File: src/rtl/sprite_pkg.sv
// Shared widths, types and helpers for the sprite ROM arbiter.
package sprite_pkg;

   localparam int unsigned SPRITE_ADDR_W  = 15;
   localparam int unsigned SPRITE_DATA_W  = 32;
   localparam int unsigned SPRITE_NUM_REQ = 4;

   typedef logic [SPRITE_ADDR_W-1:0]           sprite_addr_t;
   typedef logic [SPRITE_DATA_W-1:0]           sprite_word_t;
   typedef logic [$clog2(SPRITE_NUM_REQ)-1:0]  req_id_t;

   // Round-robin successor of idx within [lo, n-1], wrapping n-1 -> lo.
   function automatic int unsigned rr_next(input int unsigned idx,
                                           input int unsigned lo,
                                           input int unsigned n);
      return (idx + 1 >= n) ? lo : idx + 1;
   endfunction

endpackage

File: src/rtl/sprite_rom_arbiter_picker.sv
// Combinational round-robin picker: first asserted req at or after rr_ptr.
// SPRITE_ARB_PRIO0_EN: req[0] always wins, the rest rotate over 1..NUM_REQ-1.
module rr_priority_picker #(
   parameter int unsigned NUM_REQ = 4,
   parameter int unsigned ID_W    = 2
) (
   input  logic [NUM_REQ-1:0] req,
   input  logic [ID_W-1:0]    rr_ptr,
   output logic [NUM_REQ-1:0] gnt,
   output logic [ID_W-1:0]    idx,
   output logic               any
);

   logic [31:0] start_w;
   logic [31:0] dist_w;
   logic [31:0] best_w;

   // Winner is the requester with the smallest circular distance from the start point.
   always_comb begin
      gnt     = '0;
      idx     = '0;
      any     = 1'b0;
      best_w  = NUM_REQ;
      dist_w  = '0;
      start_w = 32'(rr_ptr);
`ifdef SPRITE_ARB_PRIO0_EN
      if (start_w == 32'd0) begin
         start_w = 32'd1;
      end
      if (req[0]) begin
         any = 1'b1;
      end else begin
         for (int unsigned i = 1; i < NUM_REQ; i++) begin
            if (req[i]) begin
               dist_w = (i >= start_w) ? (i - start_w) : (i + NUM_REQ - 1 - start_w);
               if (dist_w < best_w) begin
                  best_w = dist_w;
                  idx    = ID_W'(i);
                  any    = 1'b1;
               end
            end
         end
      end
`else
      for (int unsigned i = 0; i < NUM_REQ; i++) begin
         if (req[i]) begin
            dist_w = (i >= start_w) ? (i - start_w) : (i + NUM_REQ - start_w);
            if (dist_w < best_w) begin
               best_w = dist_w;
               idx    = ID_W'(i);
               any    = 1'b1;
            end
         end
      end
`endif
      if (any) begin
         gnt[idx] = 1'b1;
      end
   end

endmodule

File: src/rtl/sprite_rom_arbiter.sv
// Round-robin sharing of the single-port sprite ROM with ID-tagged, in-order read returns.
// SPRITE_ARB_PRIO0_EN gives requester 0 absolute priority over the round-robin group.
module sprite_rom_arbiter
   import sprite_pkg::*;
#(
   parameter  int unsigned NUM_REQ = 4,
   parameter  int unsigned ADDR_W  = SPRITE_ADDR_W,
   parameter  int unsigned DATA_W  = SPRITE_DATA_W,
   parameter  int unsigned ROM_LAT = 2,
   localparam int unsigned ID_W    = $clog2(NUM_REQ)
) (
   input  logic                      Clk,
   input  logic                      Reset,
   input  logic [NUM_REQ-1:0]        req,
   input  logic [NUM_REQ*ADDR_W-1:0] req_addr,
   output logic [NUM_REQ-1:0]        gnt,
   output logic [ADDR_W-1:0]         rom_addr,
   input  logic [DATA_W-1:0]         rom_data,
   output logic                      rd_valid,
   output logic [ID_W-1:0]           rd_id,
   output logic [DATA_W-1:0]         rd_data
);

   logic [NUM_REQ-1:0] pick_gnt;
   logic [ID_W-1:0]    pick_idx;
   logic               pick_any;
   logic               fire;

   logic [ID_W-1:0]    rr_ptr_q,   rr_ptr_d;
   logic [ADDR_W-1:0]  rom_addr_q, rom_addr_d;
   logic [ROM_LAT:0]   vld_q,      vld_d;
   logic [ID_W-1:0]    id_q [ROM_LAT+1];
   logic [ID_W-1:0]    id_d [ROM_LAT+1];
   logic [DATA_W-1:0]  rd_data_q,  rd_data_d;

   rr_priority_picker #(
      .NUM_REQ (NUM_REQ),
      .ID_W    (ID_W)
   ) u_picker (
      .req    (req),
      .rr_ptr (rr_ptr_q),
      .gnt    (pick_gnt),
      .idx    (pick_idx),
      .any    (pick_any)
   );

   assign fire = pick_any & ~Reset;
   assign gnt  = Reset ? '0 : pick_gnt;

   // Stage 0 launches with rom_addr; stage ROM_LAT-1 lines up with valid rom_data.
   always_comb begin
      rr_ptr_d   = rr_ptr_q;
      rom_addr_d = rom_addr_q;
      if (fire) begin
         rom_addr_d = req_addr[32'(pick_idx)*ADDR_W +: ADDR_W];
`ifdef SPRITE_ARB_PRIO0_EN
         if (pick_idx != '0) begin
            rr_ptr_d = ID_W'(rr_next(32'(pick_idx), 32'd1, NUM_REQ));
         end
`else
         rr_ptr_d = ID_W'(rr_next(32'(pick_idx), 32'd0, NUM_REQ));
`endif
      end

      vld_d   = {vld_q[ROM_LAT-1:0], fire};
      id_d[0] = pick_idx;
      for (int unsigned k = 1; k <= ROM_LAT; k++) begin
         id_d[k] = id_q[k-1];
      end

      rd_data_d = vld_q[ROM_LAT-1] ? rom_data : rd_data_q;
   end

   always_ff @(posedge Clk) begin
      if (Reset) begin
         rr_ptr_q   <= '0;
         rom_addr_q <= '0;
         vld_q      <= '0;
         rd_data_q  <= '0;
         for (int unsigned k = 0; k <= ROM_LAT; k++) begin
            id_q[k] <= '0;
         end
      end else begin
         rr_ptr_q   <= rr_ptr_d;
         rom_addr_q <= rom_addr_d;
         vld_q      <= vld_d;
         rd_data_q  <= rd_data_d;
         id_q       <= id_d;
      end
   end

   assign rom_addr = rom_addr_q;
   assign rd_valid = vld_q[ROM_LAT];
   assign rd_id    = id_q[ROM_LAT];
   assign rd_data  = rd_data_q;

endmodule

File: config.mk
export PLATFORM = sky130hd
export DESIGN_NAME = sprite_rom_arbiter
export DESIGN_NICKNAME = d
export VERILOG_FILES = /design/src/rtl/sprite_pkg.sv /design/src/rtl/sprite_rom_arbiter_picker.sv /design/src/rtl/sprite_rom_arbiter.sv
export SDC_FILE = /design/constraint.sdc
export NUM_CORES = 1
export LEC_CHECK = 0
export BUFFER_PORTS_ARGS = -buffer_cell sky130_fd_sc_hd__buf_2
export CAP_MARGIN = 20
export CORE_MARGIN = 2
export CORE_UTILIZATION = 41
export CTS_BUF_LIST = sky130_fd_sc_hd__clkbuf_2 sky130_fd_sc_hd__clkbuf_4 sky130_fd_sc_hd__clkbuf_8
export CTS_CLUSTER_SIZE = 40
export DETAILED_ROUTE_END_ITERATION = 16
export PLACE_DENSITY_LB_ADDON = 0.25
export REMOVE_ABC_BUFFERS = 1
export SYNTH_ARGS = -nofsm -noshare
export SYNTH_HDL_FRONTEND = slang
export SYNTH_SLANG_ARGS = --single-unit
File: constraint.sdc
create_clock -name Clk -period 5 [get_ports Clk]
set_input_delay 0.75 -clock Clk [delete_from_list [all_inputs] [get_ports Clk]]
set_output_delay 0.75 -clock Clk [all_outputs]
set_load 0.05 [all_outputs]
Word-level counts from Yosys, hierarchy flattened
Index checks and enable logic that the tools add are counted.
- flip-flop bits (word level): 58
- memories kept: 0
- bits of input ports: 98
- bits in read-only memories: 0
- output and inout bits: 54
- RAM bits: 0
- bits in latches: 0
- add/sub/neg operators: 8
- bitwise logic cells: 2
- divide/modulo/power cells: 0
- $lt $le $gt $ge: 10
- eq/ne operators: 0
- multiply operators: 1
- reduce and logical (&&, ||, !) cells: 1
- shift operators: 1
- mux-type cells: 28
- operator list (operator ; number):
    $mux W32 ; 9
    $lt A32 B32 Y1 ; 3
    $shiftx A60 B7 Y15 ; 1
    $lt A32 B3 Y1 const B ; 1
    $mux W2 ; 6
    $sub A3 B2 Y4 const A ; 3
    $mux W1 ; 10
    $mux W4 ; 2
    $mul A2 B4 Y6 const B ; 1
    $sub A1 B2 Y3 const A ; 2
    $sub A2 B2 Y3 const A ; 2
    $ge A1 B2 Y1 const A ; 2
    $add A2 B1 Y3 const B ; 1
    $ge A3 B3 Y1 const B ; 1
    $lt A2 B3 Y1 const B ; 1
    $demux W1 S2 ; 1
    $ge A2 B1 Y1 const B ; 1
    $ge A2 B2 Y1 const A ; 1
    $and A1 B1 Y1 ; 1
    $logic_and A1 B1 Y1 ; 1
    $not A1 Y1 ; 1

Logic depth before layout (Yosys ltp)
Gate-level depths: netlist (run 1).
- depth after elaboration: 20
- gate-level depth with buffers: 24
- depth with buffers taken out: 24

Hierarchy
A second synthesis (run 1) with hierarchy kept.
- cell total of the unflattened synthesis: 287
- area total of the unflattened synthesis: 2955.3 sq um
- modules (own cells, without submodules) (module ; area each (sq um) ; cells each ; instances):
    sprite_rom_arbiter ; 2477.4 ; 223 ; 1
    rr_priority_picker ; 478.0 ; 64 ; 1

Worst setup path before layout (run 1)
Ideal clock, no wire load.
- path type: register to output
- from: register rr_ptr_q[1]
- to: output port gnt[0]
- slack: -0.986 ns
- required time: 4.250 ns
- stages on the path, launching flop included: 22
- data arrival time: 5.236 ns
- cell sequence: dfxtp_1 -> inv_1 -> ha_1 -> nand2_2 -> inv_1 -> ha_1 -> nor2b_1 -> nand2_1 -> o22ai_1 -> o31ai_1 -> ha_1 -> a21o_1 -> a21oi_1 -> nand2_1 -> nand2_1 -> o21ai_0 -> ha_1 -> inv_1 -> a2111o_1 -> a22oi_2 -> nor2_1 -> a2111oi_1
- cells in the longest elaborated chain, start to end: 20
- ends and longest elaborated chain (item ; RTL line ; source):
    from (decl) ; sprite_rom_arbiter.sv:29 ; logic [ID_W-1:0] rr_ptr_q, rr_ptr_d;
    from (signal assigned) ; sprite_rom_arbiter.sv:84 ; rr_ptr_q <= rr_ptr_d;
    $sub A3 B2 Y4, or another cell as far along ; sprite_rom_arbiter_picker.sv:47 ; dist_w = (i >= start_w) ? (i - start_w) : (i + NUM_REQ - start_w);
    $mux W32 ; sprite_rom_arbiter_picker.sv:47 ;
    $lt A32 B3 Y1 ; sprite_rom_arbiter_picker.sv:48 ; if (dist_w < best_w) begin
    $mux W32 ; sprite_rom_arbiter_picker.sv:48 ;
    $mux W32 ; sprite_rom_arbiter_picker.sv:46 ; if (req[i]) begin
    $lt A32 B32 Y1 ; sprite_rom_arbiter_picker.sv:48 ;
    $mux W32 ; sprite_rom_arbiter_picker.sv:48 ;
    $mux W32 ; sprite_rom_arbiter_picker.sv:46 ;
    (+4 left out) ; n/a ;
    $mux W2 ; sprite_rom_arbiter_picker.sv:48 ;
    $mux W2 ; sprite_rom_arbiter_picker.sv:46 ;
    $lt A2 B3 Y1 (not written as such) / $ge A2 B1 Y1 (equally long branches) ; sprite_rom_arbiter_picker.sv:57 ; gnt[idx] = 1'b1;
    $logic_and A1 B1 Y1 (not written as such) ; sprite_rom_arbiter_picker.sv:57 ;
    $mux W1 (not written as such) ; sprite_rom_arbiter_picker.sv:57 ;
    $demux W1 S2 ; n/a ;
    $mux W4 * ; sprite_rom_arbiter_picker.sv:56 ; if (any) begin
    $mux W4 * ; sprite_rom_arbiter.sv:48 ; assign gnt = Reset ? '0 : pick_gnt;
    to (decl) ; sprite_rom_arbiter.sv:16 ; output logic [NUM_REQ-1:0] gnt,
Every way passes the cells marked *; elsewhere a longest branch is shown, timed or not.

Worst setup path after layout (run 1)
- from: register rr_ptr_q[1]
- to: output port gnt[3]
Same word-level chain as after synthesis.

==> reports/results.tsv, run 1 <==
metric	value	unit
clock_path_buffers	2	
cts_sinks	58	
path_max_fanout	4	
area_delta_synth_final	47.87	%
power_frac_comb	46.5	%
final_core_util	63.30	%
drc_errors	0	
cts-root-buf	clkbuf_8	
grt_pass1_vias	2460	
drt_iter0_drc	75	
crit_type	register to output pin	
vias	2673	
initial_core_util	42.81	%
portBuffers	151	
antennaDiodeCount	0	
internal_power	0.001182	W
arrival	4.07	ns
place.gp.congestion	0.8672	
drt_pre_antenna_iters	4	
power_density	489.1	nW/um^2
ir_drop	0.3150	mV
synth.avg_cell_area	9.593	sq um
final_common_cell	buf_2	
swShare	40.21	%
grtUsageTotal	19.10	%
worstMarginPinSlew	0.9675	ns
nNetsFinal	565	
regArea	1164	sq um
routed_wirelength	7222	um
min_period	4.820	ns
ys.flop_type	dfxtp_1	
fin_skew	0.01074	ns
synth.area.top_cells	dfxtp_1 42%, mux2i_1 18%, a221o_1 5.5%	
netlist_instances	285	
yosysTopAreaCell	dfxtp_1	
synth_edf_count	0	
gr-total-overflow	0	
clk_latency	0.32	ns
io_pins	152	
maxSlewHeadroom	35.50	%
power.share.sequential	30.1	%
tns	0	ns
ys_warn_count	0	
hold_viol	0	
setup_viol	0	
wire_per_inst	13.42	um
hp-class	register to register	
place_ws	0.005490	ns
switchingPower	0.0007950	W
antenna_found_initial	0	
die_h	85.66	um
multi_input_area	1578	sq um
grt_pass1_wl	11120	um
synth-seq-cells	58	
rows	29	
core	6386	sq um
path_clk_slew	0.06	ns
htree_levels	3	
ys_types	46	
cts_buffers	9	
status	finished, final reports clean	
drv_cap	0	
detail-route-antenna-nets	0	
timing.final.crit_share	96.40	%
end_kind	output pin	
setup_slack	0.1800	ns
cts_tree	yes	
vias_per_cell	4.968	
nFillCells	557	
dp.cells	511	
drv_slew	0	
fin_cells	538	
power_frac_clock	23.4	%
die_w	85.66	um
seq_area_frac_synth	42.47	%
final_cell_mix	150 x buf_2, 56 x dfxtp_1, 48 x mux2i_1	
total_power	0.001977	W
ys_async_sr_fraction	0	%
syn_area	2734	sq um
power.leakage	1.981	nW
layout-drive-gt1-share	47.94	%
startpoint_type	register	
fp.dieArea	7337	sq um
netlist.area_leader.share	42.47	%
critPathRequiredTime	4.25	ns
max_freq	0.2075	GHz
hpwl	5332	um
grt_start_max_net_pins	50	
==> final cells by class <==
class | instances | area share [%]
clock buffers | 11 | 3.435
clock inverters | 5 | 1.950
inverters | 9 | 0.8357
multi-input cells | 202 | 39.03
flip-flops and latches | 58 | 28.78
well taps | 77 | 2.383
repair buffers | 176 | 23.58
==> worst max-delay path, stage by stage, from the launching register on <==
cell and delay, ns:
dfxtp_2 0.32, inv_1 0.05, ha_2 0.18, nand2_4 0.09
inv_2 0.05, ha_4 0.15, nor2b_4 0.15, buf_6 0.12
a31oi_4 0.10, inv_2 0.10, ha_4 0.20, a21o_1 0.21
a21oi_2 0.17, nand2_2 0.11, nand2_2 0.07, o21ai_2 0.05
ha_1 0.30, inv_2 0.04, a2111o_1 0.35, a22oi_2 0.19
nor2_2 0.09, or2_4 0.23, ha_1 0.16, and2_1 0.14
buf_6 0.15
==> metal layers <==
metal / up-vias / global-route usage, % / share of wire [%]
met5: - / 0 / 0
li1: 1354 / - / -
met2: 130 / 31.61 / 48
met1: 1178 / 23.07 / 42
met4: 0 / 9.091 / 1.5
met3: 11 / 5.101 / 8.4
==> cell families after synthesis <==
| group | after synthesis | share of synthesized area (%) |
|---|---|---|
| other cells | 2 | 0.2747 |
| simple gates | 81 | 13.59 |
| buf+inv | 25 | 4.073 |
| compound gates | 60 | 16.98 |
| mux | 48 | 17.57 |
| fa+ha+maj | 11 | 5.034 |
| flops | 58 | 42.47 |
==> path summary, 6_finish.rpt <==
check / start / to / slack (ns) / depth (start not counted)
setup reg to reg: rr_ptr_q[1] / rom_addr[11] / 0.90 / 22
setup / recovery: rr_ptr_q[1] / gnt[3] / 0.18 / 24
hold / removal: id_d[0] / rd_id[0] / 0.43 / 1
hold reg to reg: id_d[0] / rd_id[0] / 0.43 / 1
==> per-stage QoR <==
stage | hold slack, ns | area, sq um
after floorplan | 0.4138 | 2656
after global placement | 0.4182 | 3627
after detailed placement | 0.4282 | 3627
after CTS | 0.4392 | 3928
after global routing | 0.4628 | 4043
final | 0.4325 | 4043
==> power by group through the flow <==
stage / combinational, W / clock (W) / sequential, W
floorplan: 0.000347 / 0 / 0.000840
global placement: 0.000826 / 0 / 0.000601
detailed placement: 0.000830 / 0 / 0.000604
CTS: 0.000862 / 0.000479 / 0.000596
global route: 0.000987 / 0.000504 / 0.000607
finish: 0.000919 / 0.000463 / 0.000595
==> timing repair <==
item                                    CTS  global route
endpoints found under the hold margin     0             0
endpoints found under the setup margin    2             2
setup buffers                             4             7
gates resized for setup                  12            16
pin swaps                                 4            13
hold buffers                              0             0
==> synth_stat cells, types with 3 or more instances <==
cell      number
inv_1          8
clkbuf_1       8
a221o_1       15
ha_1          11
nor2b_1        7
a21oi_1        7
nand2_1       20
buf_2          5
nor2_1        39
mux2i_1       48
o21ai_0       16
dfxtp_1       58
and2_1         3
==> state kept, by name, summed over array words and instances, names as in the netlist <==
name,flops
rd_data,32
rom_addr,15
id_d,4
vld_q,3
rd_id,2
rr_ptr_q,2
No activity file was read; power rests on OpenSTA's default activity.
==> run 2, diff against run 1 <==
Settings changed: CORE_UTILIZATION 41 to 42, SYNTH_HIERARCHICAL from default to 1.
==> reports/results.tsv, run 2 <==
metric	value	unit
status	finished, final reports clean	
routed_wirelength	7005	um
cts_buffers	9	
crit_top_cell	ha_1	
largest_register_ffs	32	
netlist_instances	287	
place_area	3824	sq um
fin_area	4223	sq um
setup_viol	0	
detail-route-antenna-nets	0	
yosysTopAreaCell	dfxtp_1	
place.gp.congestion	0.8480	
grt_start_max_net_pins	35	
yosysMostFrequentCell	mux2i_1	
max_freq	0.2077	GHz
synth_edf_count	0	
regArea	1162	sq um
cp_cell_sequence	inv_2, ha_1, and2_4, ha_1, and2b_2, nand2_4, o31ai_4, ha_2, o211ai_1, o21ai_2, mux2_4, ha_4, inv_1, o221a_1, nor3_2, and2b_1, nor2b_1, buf_6	
timing.final.crit_share	96.30	%
worstHoldPathCells	1	
initial_core_util	43.50	%
nNetsFinal	557	
cts_tree	yes	
vias_per_cell	4.807	
clock_path_buffers	2	
synth_common_cells	63 x mux2i_1, 58 x dfxtp_1, 39 x nor2_1	
drt_pre_antenna_iters	4	
final_core_util	62.15	%
r2r-end	rom_addr[13]	
antennaDiodeCount	0	
die_h	87.89	um
startpoint_type	register	
die_w	87.89	um
seq_area_frac_synth	39.29	%
max_stage_delay	0.35	ns
hp-class	register to register	
drt_iter0_drc	42	
htree_levels	3	
synth.area.top_cells	dfxtp_1 39%, mux2i_1 21%, o221ai_2 5.1%	
fin_skew	0.007567	ns
min_to	vld_q[1]	
rrSetupSlack	0.41	ns
portBuffers	151	
drv_slew	0	
vias	2634	
arrival	4.06	ns
core	6794	sq um
maxSlewHeadroom	36.13	%
grtUsageTotal	18.00	%
ys_warn_count	6	
power_density	554.2	nW/um^2
hold_viol	0	
syn_area	2955	sq um
drv_cap	0	
wire_per_inst	12.78	um
gr-total-overflow	0	
ys.flop_type	dfxtp_1	
ff2ff_path_depth	21	
layout-drive-gt1-share	51.55	%
cts_sinks	58	
fp.dieArea	7724	sq um
power.leakage	2.080	nW
rows	30	
grt_pass1_wl	10910	um
worstMarginPinSlew	0.9580	ns
area_delta_synth_final	42.89	%
synth.avg_cell_area	10.30	sq um
io_pins	152	
path_max_fanout	5	
crit_type	register to output pin	
cts-root-buf	clkbuf_8	
final_common_cell	buf_2	
ys_async_sr_fraction	0	%
r2r_start	rr_ptr_q[1]	
ir_drop	0.3073	mV
min_period	4.815	ns
antenna_found_initial	0	
path_clk_slew	0.06	ns
synth-seq-cells	58	
hold_start	vld_q[0]	
critPathRequiredTime	4.25	ns
final_cell_mix	149 x buf_2, 63 x mux2i_1, 57 x dfxtp_1	
ys_types	44	
crit_path_top_delay_cell	dfxtp_1	
drc_errors	0	
nFillCells	566	
netlist.area_leader.share	39.29	%
grt_pass1_vias	2392	
end_kind	output pin	
clk_latency	0.32	ns
multi_input_area	1734	sq um
hpwl	5138	um
## run 2: worst max-delay path, delay by kind of cell, from the launching register on
family          cells  cell delay (ns)
mux                 1             0.32
simple gates        6             0.99
compound gates      4             0.85
buf+inv             3             0.28
flops               1             0.35
fa+ha+maj           4             0.95
## run 2: final cells by class
| cell class | instances | area share (%) |
|---|---|---|
| multi-input cells | 200 | 41.07 |
| inverters | 9 | 0.8593 |
| repair buffers | 170 | 21.78 |
| well taps | 96 | 2.844 |
| flip-flops and latches | 58 | 27.53 |
| clock inverters | 4 | 2.341 |
| clock buffers | 11 | 3.585 |
## run 2: timing repair
item,CTS,global route
pin swaps,1,5
resized for setup,6,12
setup endpoints to repair,3,4
hold buffers,0,0
setup buffers,6,2
## run 2: how the worst max path moves through the flow
stage                           start          end  slack [ns]  cells after the start
after global routing      rr_ptr_q[1]       gnt[1]       -0.02                     20
after global placement         req[0]       gnt[1]        0.18                     16
final                     rr_ptr_q[1]       gnt[1]        0.19                     18
after CTS                 rr_ptr_q[1]       gnt[1]        0.03                     18
after detailed placement       req[0]       gnt[1]        0.06                     16
after floorplan           rr_ptr_q[1]  rr_ptr_q[0]       -0.25                     20
## run 2: power by group
part	internal, W	total (W)	switching, W
sequential	0.000558	0.000606	0.0000479
combinational	0.000485	0.00120	0.000717
clock	0.000356	0.000533	0.000176
## run 2: routing by layer
metal  part of all wire [%]  routed length (um)  track usage, %  vias to the layer above
met2                     48                3339           29.75                      115
met4                    1.5                 103           6.713                        0
met5                      0                   0               0                        -
met1                     44                3088           22.38                     1173
li1                       -                   -               -                     1336
met3                    6.8                 473           4.995                       10
## run 2: logic make-up after synthesis
| group | synth area share, % |
|---|---|
| DFF | 39.29 |
| and+or+nand+nor | 17.32 |
| buffers and inverters | 4.827 |
| muxes | 21.72 |
| AOI/OAI and AO/OA | 11.94 |
| other | 0.2541 |
| adders and majority gates | 4.657 |
## run 2: metrics by stage
| step | hold WS (ns) | setup WS [ns] | setup TNS [ns] | std cells | total power (W) |
|---|---|---|---|---|---|
| finish | 0.4351 | 0.1850 | 0 | 548 | 0.002340 |
| floorplan | 0.4138 | -0.2545 | -0.8085 | 267 | 0.001421 |
| detailed placement | 0.4246 | 0.06478 | 0 | 525 | 0.001704 |
| global placement | 0.4151 | 0.1843 | 0 | 525 | 0.001687 |
| CTS | 0.4387 | 0.03310 | 0 | 546 | 0.002291 |
| global route | 0.4605 | -0.01565 | -0.01565 | 548 | 0.002469 |
==> run 3, diff against run 2 <==
Settings changed: PLACE_DENSITY from default to 0.78, PLACE_DENSITY_LB_ADDON 0.25 to default.
==> reports/results.tsv, run 3 (synthesis results as in run 2) <==
metric	value	unit
power_frac_comb	52.1	%
cts_sinks	58	
multi_input_area	1732	sq um
rows	30	
nFillCells	570	
cts_buffers	9	
arrival	4.18	ns
die_h	87.89	um
crit_path_top_delay_cell	dfxtp_4	
place.gp.congestion	0.8699	
routed_wirelength	7507	um
fp.dieArea	7724	sq um
end_kind	output pin	
die_w	87.89	um
wire_per_inst	13.77	um
fin_skew	0.004681	ns
portBuffers	151	
largest_register_ffs	32	
rrSetupSlack	0.43	ns
drc_errors	0	
cts_tree	yes	
layout-drive-gt1-share	51.89	%
status	finished, final reports clean	
power.leakage	2.051	nW
drv_cap	0	
setup_viol	0	
clock_path_buffers	2	
hpwl	5397	um
path_buf_inv	3	
path_max_fanout	6	
power.share.sequential	26.9	%
timing.hold.ws	0.4334	ns
path_clk_slew	0.06	ns
detail-route-antenna-nets	0	
switchingPower	0.0009455	W
internal_power	0.001322	W
grt_pass1_wl	11180	um
nNetsFinal	553	
grt_start_max_net_pins	37	
power_density	543.6	nW/um^2
hold_buffers	0	
drt_pre_antenna_iters	4	
vias_per_cell	4.890	
area_delta_synth_final	41.11	%
gr-total-overflow	0	
crit_type	register to output pin	
regArea	1166	sq um
hold_viol	0	
cpLargestDelayFamily	simple AND/OR/NAND/NOR gates	
io_pins	152	
initial_core_util	43.50	%
antennaDiodeCount	0	
cts-root-buf	clkbuf_8	
htree_levels	3	
grt_pass1_vias	2490	
power_frac_clock	21.0	%
worstMarginPinSlew	0.9555	ns
min_period	4.932	ns
core	6794	sq um
ir_drop	0.3265	mV
clk_latency	0.32	ns
final_cell_mix	149 x buf_2, 63 x mux2i_1, 56 x dfxtp_1	
critPathRequiredTime	4.25	ns
vias	2665	
antenna_found_initial	0	
maxSlewHeadroom	36.30	%
drv_slew	0	
swShare	41.71	%
timing.final.crit_share	98.64	%
final_common_cell	buf_2	
startpoint_type	register	
grtUsageTotal	18.51	%
total_power	0.002267	W
max_stage_delay	0.38	ns
hp-class	register to register	
max_freq	0.2028	GHz
drt_iter0_drc	52	
cp_cell_sequence	inv_2, ha_1, and2_4, ha_1, and2b_2, nand2_4, o31ai_4, ha_2, nor3_2, and3_1, o21ai_2, mux2_4, ha_4, a211oi_2, buf_4, nor2_1, and3_1, nor2b_1, buf_2	
run 3: cell count changes in the layout (fill, tap and decap cells not counted), sizes merged:
cell and delta:
clkinvlp +1, bufinv -1, clkbuf -1, clkinv +1
buf -3
run 3: metal layers:
layer  wire length [um]  part of all wire (%)  GRT usage [%]
met2               3526                    47          30.99
met4                104                   1.4          7.273
met3                602                   8.0          4.995
met5                  0                     0              0
met1               3274                    44          22.61
run 3: power groups by stage:
stage | logic (W) | registers (W) | clock network [W]
final | 0.00118 | 0.000611 | 0.000475
after global routing | 0.00126 | 0.000622 | 0.000507
after CTS | 0.00111 | 0.000612 | 0.000490
after detailed placement | 0.00109 | 0.000616 | 0
after global placement | 0.00107 | 0.000616 | 0
after floorplan | 0.000538 | 0.000883 | 0
run 3: repair_timing:
action,4_1_cts,5_1_grt
pin swaps,2,5
resized for setup,9,13
setup endpoints to repair,4,4
setup buffers,1,4
run 3: through the flow:
stage | TNS, ns | worst slack (ns) | util, % | area (sq um) | cells
finish | 0 | 0.06781 | 61.38 | 4170 | 545
global placement | 0 | 0.1879 | 56.17 | 3816 | 524
CTS | 0 | 0.01611 | 59.94 | 4073 | 541
floorplan | -0.8085 | -0.2545 | - | 2849 | 267
detailed placement | 0 | 0.05651 | 56.17 | 3816 | 524
global route | -0.2082 | -0.1158 | 61.38 | 4170 | 545
run 3: final cells by class:
class                      count  share of cell area (%)
timing repair buffer         166                   21.42
clock buffer                  11                   3.480
clock inverter                 5                   1.860
inverter                       9                  0.8701
multi-input combinational    200                   41.52
sequential                    58                   27.96
tap                           96                   2.880
run 3: path summary, 6_finish.rpt:
kind                                   from           end  cells past startpoint
worst max-delay path            rr_ptr_q[1]        gnt[0]                     19
worst min register to register      id_d[2]       id_d[0]                      1
worst max register to register  rr_ptr_q[1]  rom_addr[13]                     21
worst min-delay path                id_d[2]       id_d[0]                      1
